<file path="src/rtl/regfile_access_arbiter.sv">
// Two-requester front end (core datapath, debug/loader) for the register file port,
// with starvation-bounded debug access and an optional burst-read engine (RF_ARB_BURST_EN).
module regfile_access_arbiter #(
    parameter int DATA_WIDTH   = 8,
    parameter int ADDR_WIDTH   = 4,
    parameter int STARVE_LIMIT = 3
) (
    input  logic                  clk,
    input  logic                  rst_n,
    input  logic                  c_valid,
    output logic                  c_ready,
    input  logic                  c_we,
    input  logic [ADDR_WIDTH-1:0] c_addr,
    input  logic [DATA_WIDTH-1:0] c_wdata,
    output logic                  c_rvalid,
    output logic [DATA_WIDTH-1:0] c_rdata,
    input  logic                  d_valid,
    output logic                  d_ready,
    input  logic                  d_we,
    input  logic                  d_burst,
    input  logic [ADDR_WIDTH-1:0] d_addr,
    input  logic [ADDR_WIDTH-1:0] d_len,
    input  logic [DATA_WIDTH-1:0] d_wdata,
    output logic                  d_rvalid,
    output logic [DATA_WIDTH-1:0] d_rdata,
    output logic                  d_busy,
    output logic [ADDR_WIDTH-1:0] rf_address,
    output logic [DATA_WIDTH-1:0] rf_data,
    output logic                  rf_write_en,
    input  logic [DATA_WIDTH-1:0] rf_rdata
);

    localparam logic [3:0] LIMIT = 4'(STARVE_LIMIT);

    logic [3:0]            starve_cnt;
    logic [ADDR_WIDTH-1:0] addr_q;
    logic [DATA_WIDTH-1:0] data_q;
    logic                  in_burst;
    logic                  dbg_pend;
    logic                  dbg_gnt;
    logic                  core_gnt;
    logic                  dbg_we;
    logic [ADDR_WIDTH-1:0] dbg_addr;
    logic [DATA_WIDTH-1:0] dbg_data;

`ifdef RF_ARB_BURST_EN
    typedef enum logic {IDLE, BURST} state_t;

    state_t                state;
    logic [ADDR_WIDTH-1:0] ptr;
    logic [ADDR_WIDTH-1:0] remaining;

    assign in_burst = (state == BURST);

    always_ff @(posedge clk) begin
        if (!rst_n) begin
            state     <= IDLE;
            ptr       <= '0;
            remaining <= '0;
        end else if (dbg_gnt) begin
            case (state)
                IDLE: begin
                    if (d_burst) begin
                        ptr       <= d_addr;
                        remaining <= d_len;
                        state     <= (d_len != '0) ? BURST : IDLE;
                    end
                end
                BURST: begin
                    ptr       <= ptr + ADDR_WIDTH'(1);
                    remaining <= remaining - ADDR_WIDTH'(1);
                    if (remaining == ADDR_WIDTH'(1))
                        state <= IDLE;
                end
                default: state <= IDLE;
            endcase
        end
    end
`else
    logic unused_burst_in;

    assign in_burst        = 1'b0;
    assign unused_burst_in = ^{d_burst, d_len};
`endif

    assign d_busy  = in_burst;
    assign c_ready = core_gnt;
    assign d_ready = dbg_gnt & ~in_burst;

    always_comb begin
        dbg_pend = in_burst | d_valid;
        dbg_gnt  = rst_n & dbg_pend & (~c_valid | (starve_cnt == LIMIT));
        core_gnt = rst_n & c_valid & ~dbg_gnt;

        dbg_addr = d_addr;
        dbg_data = d_wdata;
        dbg_we   = d_we;
`ifdef RF_ARB_BURST_EN
        // Burst beats read the next register and leave the data bus untouched.
        if (in_burst) begin
            dbg_addr = ptr + ADDR_WIDTH'(1);
            dbg_data = data_q;
            dbg_we   = 1'b0;
        end else if (d_burst) begin
            dbg_we   = 1'b0;
        end
`endif

        if (core_gnt) begin
            rf_address  = c_addr;
            rf_data     = c_wdata;
            rf_write_en = c_we;
        end else if (dbg_gnt) begin
            rf_address  = dbg_addr;
            rf_data     = dbg_data;
            rf_write_en = dbg_we;
        end else begin
            rf_address  = addr_q;
            rf_data     = data_q;
            rf_write_en = 1'b0;
        end
    end

    always_ff @(posedge clk) begin
        if (!rst_n) begin
            starve_cnt <= '0;
            addr_q     <= '0;
            data_q     <= '0;
            c_rvalid   <= 1'b0;
            c_rdata    <= '0;
            d_rvalid   <= 1'b0;
            d_rdata    <= '0;
        end else begin
            c_rvalid <= core_gnt & ~c_we;
            if (core_gnt & ~c_we)
                c_rdata <= rf_rdata;
            d_rvalid <= dbg_gnt & ~dbg_we;
            if (dbg_gnt & ~dbg_we)
                d_rdata <= rf_rdata;

            if (core_gnt | dbg_gnt) begin
                addr_q <= rf_address;
                data_q <= rf_data;
            end

            if (dbg_gnt | ~dbg_pend)
                starve_cnt <= '0;
            else if (core_gnt && starve_cnt != LIMIT)
                starve_cnt <= starve_cnt + 4'd1;
        end
    end

endmodule

</file>
<file path="config.mk">
export PLATFORM = sky130hd
export DESIGN_NAME = regfile_access_arbiter
export DESIGN_NICKNAME = d
export VERILOG_FILES = /design/src/rtl/regfile_access_arbiter.sv
export SDC_FILE = /design/constraint.sdc
export NUM_CORES = 1
export LEC_CHECK = 0
export CORE_MARGIN = 1.5
export CORE_UTILIZATION = 38
export CTS_CLUSTER_DIAMETER = 50
export DETAILED_ROUTE_END_ITERATION = 10
export MAX_ROUTING_LAYER = met4
export PLACE_DENSITY = 0.75
export SETUP_SLACK_MARGIN = 0.05
export SYNTH_ARGS = -nofsm -noshare
export SYNTH_HDL_FRONTEND = slang
export SYNTH_SLANG_ARGS = --single-unit
</file>
<file path="constraint.sdc">
create_clock -name clk -period 2.2 [get_ports clk]
set_input_delay 0.55 -clock clk [delete_from_list [all_inputs] [get_ports clk]]
set_output_delay 0.55 -clock clk [all_outputs]
set_load 0.02 [all_outputs]
</file>
# After elaboration in Yosys (flattened, before gate mapping)
# Cells that the tools add are included.
[totals]
ff_bits = 34
inputBits = 43
output_inout_bits = 34
word_cells = 33
[op_classes]
n_addsub = 1
eq_ne = 2
n_mux = 6
n_bitwise = 15
reduce_logical = 2
[op_table]
columns = ["op", "n"]
rows = [
  ["$mux W8", 2],
  ["$mux W4", 2],
  ["$and A1 B1 Y1", 6],
  ["$not A1 Y1", 6],
  ["$add A4 B1 Y4 const B", 1],
  ["$eq A4 B2 Y1 const B", 1],
  ["$ne A4 B2 Y1 const B", 1],
  ["$or A1 B1 Y1", 3],
  ["$mux W1", 2],
  ["$reduce_or A2 Y1", 1],
  ["$logic_and A1 B1 Y1", 1],
]

# Logic depth before layout (Yosys ltp)
[depth]
ltp_word = 6
depth_mapped = 6
mapped_depth_nobuf = 4

# Least setup slack after synthesis
# OpenSTA, ideal clock, no wires.
[synth_path]
path_kind = "flip-flop to output port"
start = "register starve_cnt[0]"
end = "output port rf_data[0]"
t_arrival_ps = 1994
t_required_ps = 1650
setup_slack_ps = -344
stages_incl_launch_ff = 5
n_path_buf = 0
cell_sequence = "dfxtp_1 > ha_1 > or3b_1 > a21oi_1 > mux2i_1"
[synth_between]
elab_chain_len = 6
word_cells_on_any_way = 7
classes_between = "1 x eq/ne; 2 x mux; 4 x bitwise"
[synth_lines]
columns = ["element", "line", "rtl"]
rows = [
  ["start, declared", "35", "logic [3:0] starve_cnt;"],
  ["start signal, assigned", "149", "starve_cnt <= starve_cnt + 4'd1;"],
  ["$eq A4 B2 Y1 (*)", "92", "dbg_gnt = rst_n & dbg_pend & (~c_valid | (starve_cnt == LIMIT));"],
  ["$or A1 B1 Y1 (*)", "92", ""],
  ["$and A1 B1 Y1 (*)", "92", ""],
  ["via d_ready", "18", "output logic d_ready,"],
  ["$not A1 Y1", "93", "core_gnt = rst_n & c_valid & ~dbg_gnt;"],
  ["$and A1 B1 Y1", "93", ""],
  ["$mux W8 (*)", "109", "if (core_gnt) begin"],
  ["end, declared", "28", "output logic [DATA_WIDTH-1:0] rf_data,"],
]
# Mark *: on every way through the listed nets, which the timed path passes. The rest lies on a longest branch.

# Worst setup path in the final report
[layout_path]
start = "register starve_cnt[0]"
end = "output port rf_write_en"
[layout_between]
elab_chain_len = 6
word_cells_on_any_way = 7
classes_between = "1 x eq/ne; 2 x mux; 4 x bitwise"
[layout_lines]
columns = ["element", "line", "rtl"]
rows = [
  ["$eq A4 B2 Y1 (*)", "92", ""],
  ["$or A1 B1 Y1 (*)", "92", ""],
  ["$and A1 B1 Y1 (*)", "92", ""],
  ["$not A1 Y1", "93", ""],
  ["$and A1 B1 Y1", "93", ""],
  ["$mux W1 (*)", "109", ""],
  ["end, declared", "29", "output logic rf_write_en,"],
]
# Mark *: on every way between the ends. The rest lies on a longest branch, timed or not.

==> reports/metrics.csv <==
metric,value,unit
worst_ir_drop_vdd,0.585,mV
cts_root_buffer,clkbuf_8,
ys_ff_latch,34,
cts-buffers-inserted,5,
finalSetupViolCount,14,
wl_met3,354,um
drv_slew,0,
worstPathMaxFanout,2,
clockBufferDepth,2,
seqCellArea,683,um^2
worstSetupPathType,flip-flop to output port,
wl_met1,2.42,mm
netlist_area,1640,um^2
syn_inst,194,
finalHoldViolations,0,
min_period_over_period,1.09,
holdCritStartpoint,d_rdata[0],
routedWlPerCell,17.3,um
ys_dominant_reg_cell,dfxtp_1,
clk_latency,0.30,ns
fin_ws,-0.201,ns
critPathRequiredTime,1.65,ns
synth_cell_types,32,
syn-num-nets,238,
grt_pass1_vias,1874,
core_area,4090,um^2
async_flop_share,0,
yosys_warnings,0,
finalClockSkew,0.0145,ns
wl_met2,3.06,mm
finalPower,1.78,mW
num_rows,23,
worstPathArrival,1.85,ns
cap_viol_max_count,0,
period_needed,2.40,ns
yosysSeqAreaShare,0.414,
ant_nets,0,
wirelength,6.01,mm
hp-class,flip-flop to flip-flop,
start_util,0.402,
clkTransAtPathRegs,0.08,ns
grt_overflow,0,
multiInputGateArea,1240,um^2
htreeDepth,2,
p_leak,1.27,nW
run_status,"finished, violations left",
final_nets,341,
violations,negative setup slack,
cts_num_sinks,34,
dr.pass1.iters,4,
first_iter_violations,104,
fillers,249,
track_usage,0.263,
worstReg2RegStart,starve_cnt[0],
drc,0,
rsz0062_at_grt,yes,
tritoncts,done,
via_per_inst,5.51,
power_density,546,nW/um^2
die_y,68.8,um
grt_pass1_wl,8.80,mm
finalSetupTns,-1.26,ns
place.gp.congestion,0.773,
startpoint,starve_cnt[0],
port_buffers,70,
antenna_found_initial,0,
num_antenna_cells,0,
grt_max_degree,31,
maxClockFrequency,417,MHz
io-pin-count,77,
end_kind,output port,
syn_avg_cell_area,8.47,um^2
hpwl,3.49,mm
synth_edf_count,0,
fp.dieW,68.8,um
drive_gt1_frac,0.383,
die_area,4730,um^2
areaGrowthSynthToFinish,98.0,%
cts_hold_buf,0,
vias,1919,
start_kind,flip-flop,
top_layer,met4,
[sequential cells by signal, indices dropped and copies added, names as in the netlist]
signal,count
d_rvalid,1
d_rdata,8
c_rdata,8
data_q,8
c_rvalid,1
addr_q,4
starve_cnt,4
[cell usage after synthesis (2+ instances only)]
cell type  number  area, um^2
a21boi_0        8        60.1
a21oi_1        12        60.1
a32oi_1        11        96.3
buf_2           5        25.0
clkbuf_1       10        37.5
dfxtp_1        34         681
inv_1          14        52.6
mux2i_1        12         120
nand2_1        22        82.6
nand3_1         9        45.0
nand3b_1        2        15.0
nor2_1          2        7.51
nor4_1          2        12.5
o2111ai_1      11        96.3
o21ai_0        22         110
or2_2           2        12.5
[final cells by class]
cell class                 count  area share
clock buffer                   5      0.0212
clock inverter                 3      0.0212
inverter                      14      0.0173
multi-input combinational    128       0.380
sequential                    34       0.210
tap                           50      0.0192
timing repair buffer         114       0.331
[cells in the final DEF (no fill, tap or decap), types with 2 or more instances in the layout]
cell type	Yosys	layout
a32oi_2	0	8
nor2_1	2	2
clkdlybuf4s50_1	0	52
clkbuf_8	0	5
mux2i_4	0	2
nand3b_1	2	2
buf_4	1	32
o21ai_0	22	21
mux2i_1	12	9
a21boi_0	8	8
bufinv_16	0	2
buf_6	1	24
dfxtp_1	34	32
nand2_2	0	8
nand2_1	22	14
dfxtp_2	0	2
buf_2	5	2
or2_2	2	2
a21oi_1	12	11
nand3_1	9	9
inv_1	14	13
nor4_1	2	2
a32oi_4	0	3
o2111ai_4	0	10
[power by group]
group	internal [mW]	switching, mW	total [mW]
combinational	0.212	0.203	0.416
clock	0.454	0.251	0.706
sequential	0.640	0.0149	0.655
[worst max-delay path, cell delays in order, from the launching register on]
cell	delay, ns
dfxtp_2	0.37
ha_4	0.14
or3b_4	0.40
a21oi_4	0.16
buf_6	0.14
mux2i_4	0.21
buf_6	0.13
[layer usage]
| metal | GRT usage | vias up |
|---|---|---|
| met2 | 0.445 | 97 |
| met5 | - | - |
| li1 | - | 913 |
| met4 | 0.108 | 0 |
| met1 | 0.306 | 888 |
| met3 | 0.0487 | 21 |
[worst paths after layout]
check,end,slack [ns],depth (start not counted)
setup / recovery,rf_write_en,-0.20,6
hold / removal,d_rdata[0],0.46,2
setup reg to reg,d_rdata[4],0.49,4
hold reg to reg,d_rdata[0],0.46,2
[per-stage QoR]
stage / cells / setup slack, ns / instance area (um^2) / util / hold slack, ns
floorplan: 194 / 0.0557 / 1690 / - / 0.403
global placement: 328 / -0.719 / 2600 / 0.637 / 0.444
detailed placement: 328 / -0.726 / 2600 / 0.637 / 0.453
CTS: 346 / -0.178 / 3090 / 0.755 / 0.465
global route: 348 / -0.267 / 3250 / 0.796 / 0.492
finish: 348 / -0.201 / 3250 / 0.796 / 0.463
[cells by family (layout without fill, tap and decap cells)]
| family | count (synthesis) | count (layout) | synth area share |
|---|---|---|---|
| flip-flops | 34 | 34 | 0.414 |
| AO/OA/AOI/OAI | 67 | 67 | 0.273 |
| multiplexers | 12 | 12 | 0.0731 |
| AND/OR/NAND/NOR | 47 | 47 | 0.146 |
| buffers and inverters | 32 | 136 | 0.0838 |
| adder cells (fa/ha/maj) | 1 | 1 | 0.00761 |
| other | 1 | 1 | 0.00228 |
[timing repair]
action                     4_1_cts  5_1_grt
buffers inserted                10        1
pin swaps                       17       12
gates resized for setup        135       25
setup endpoints to repair       15       15
cloned                           0        1
(Power assumes the default switching activity.)
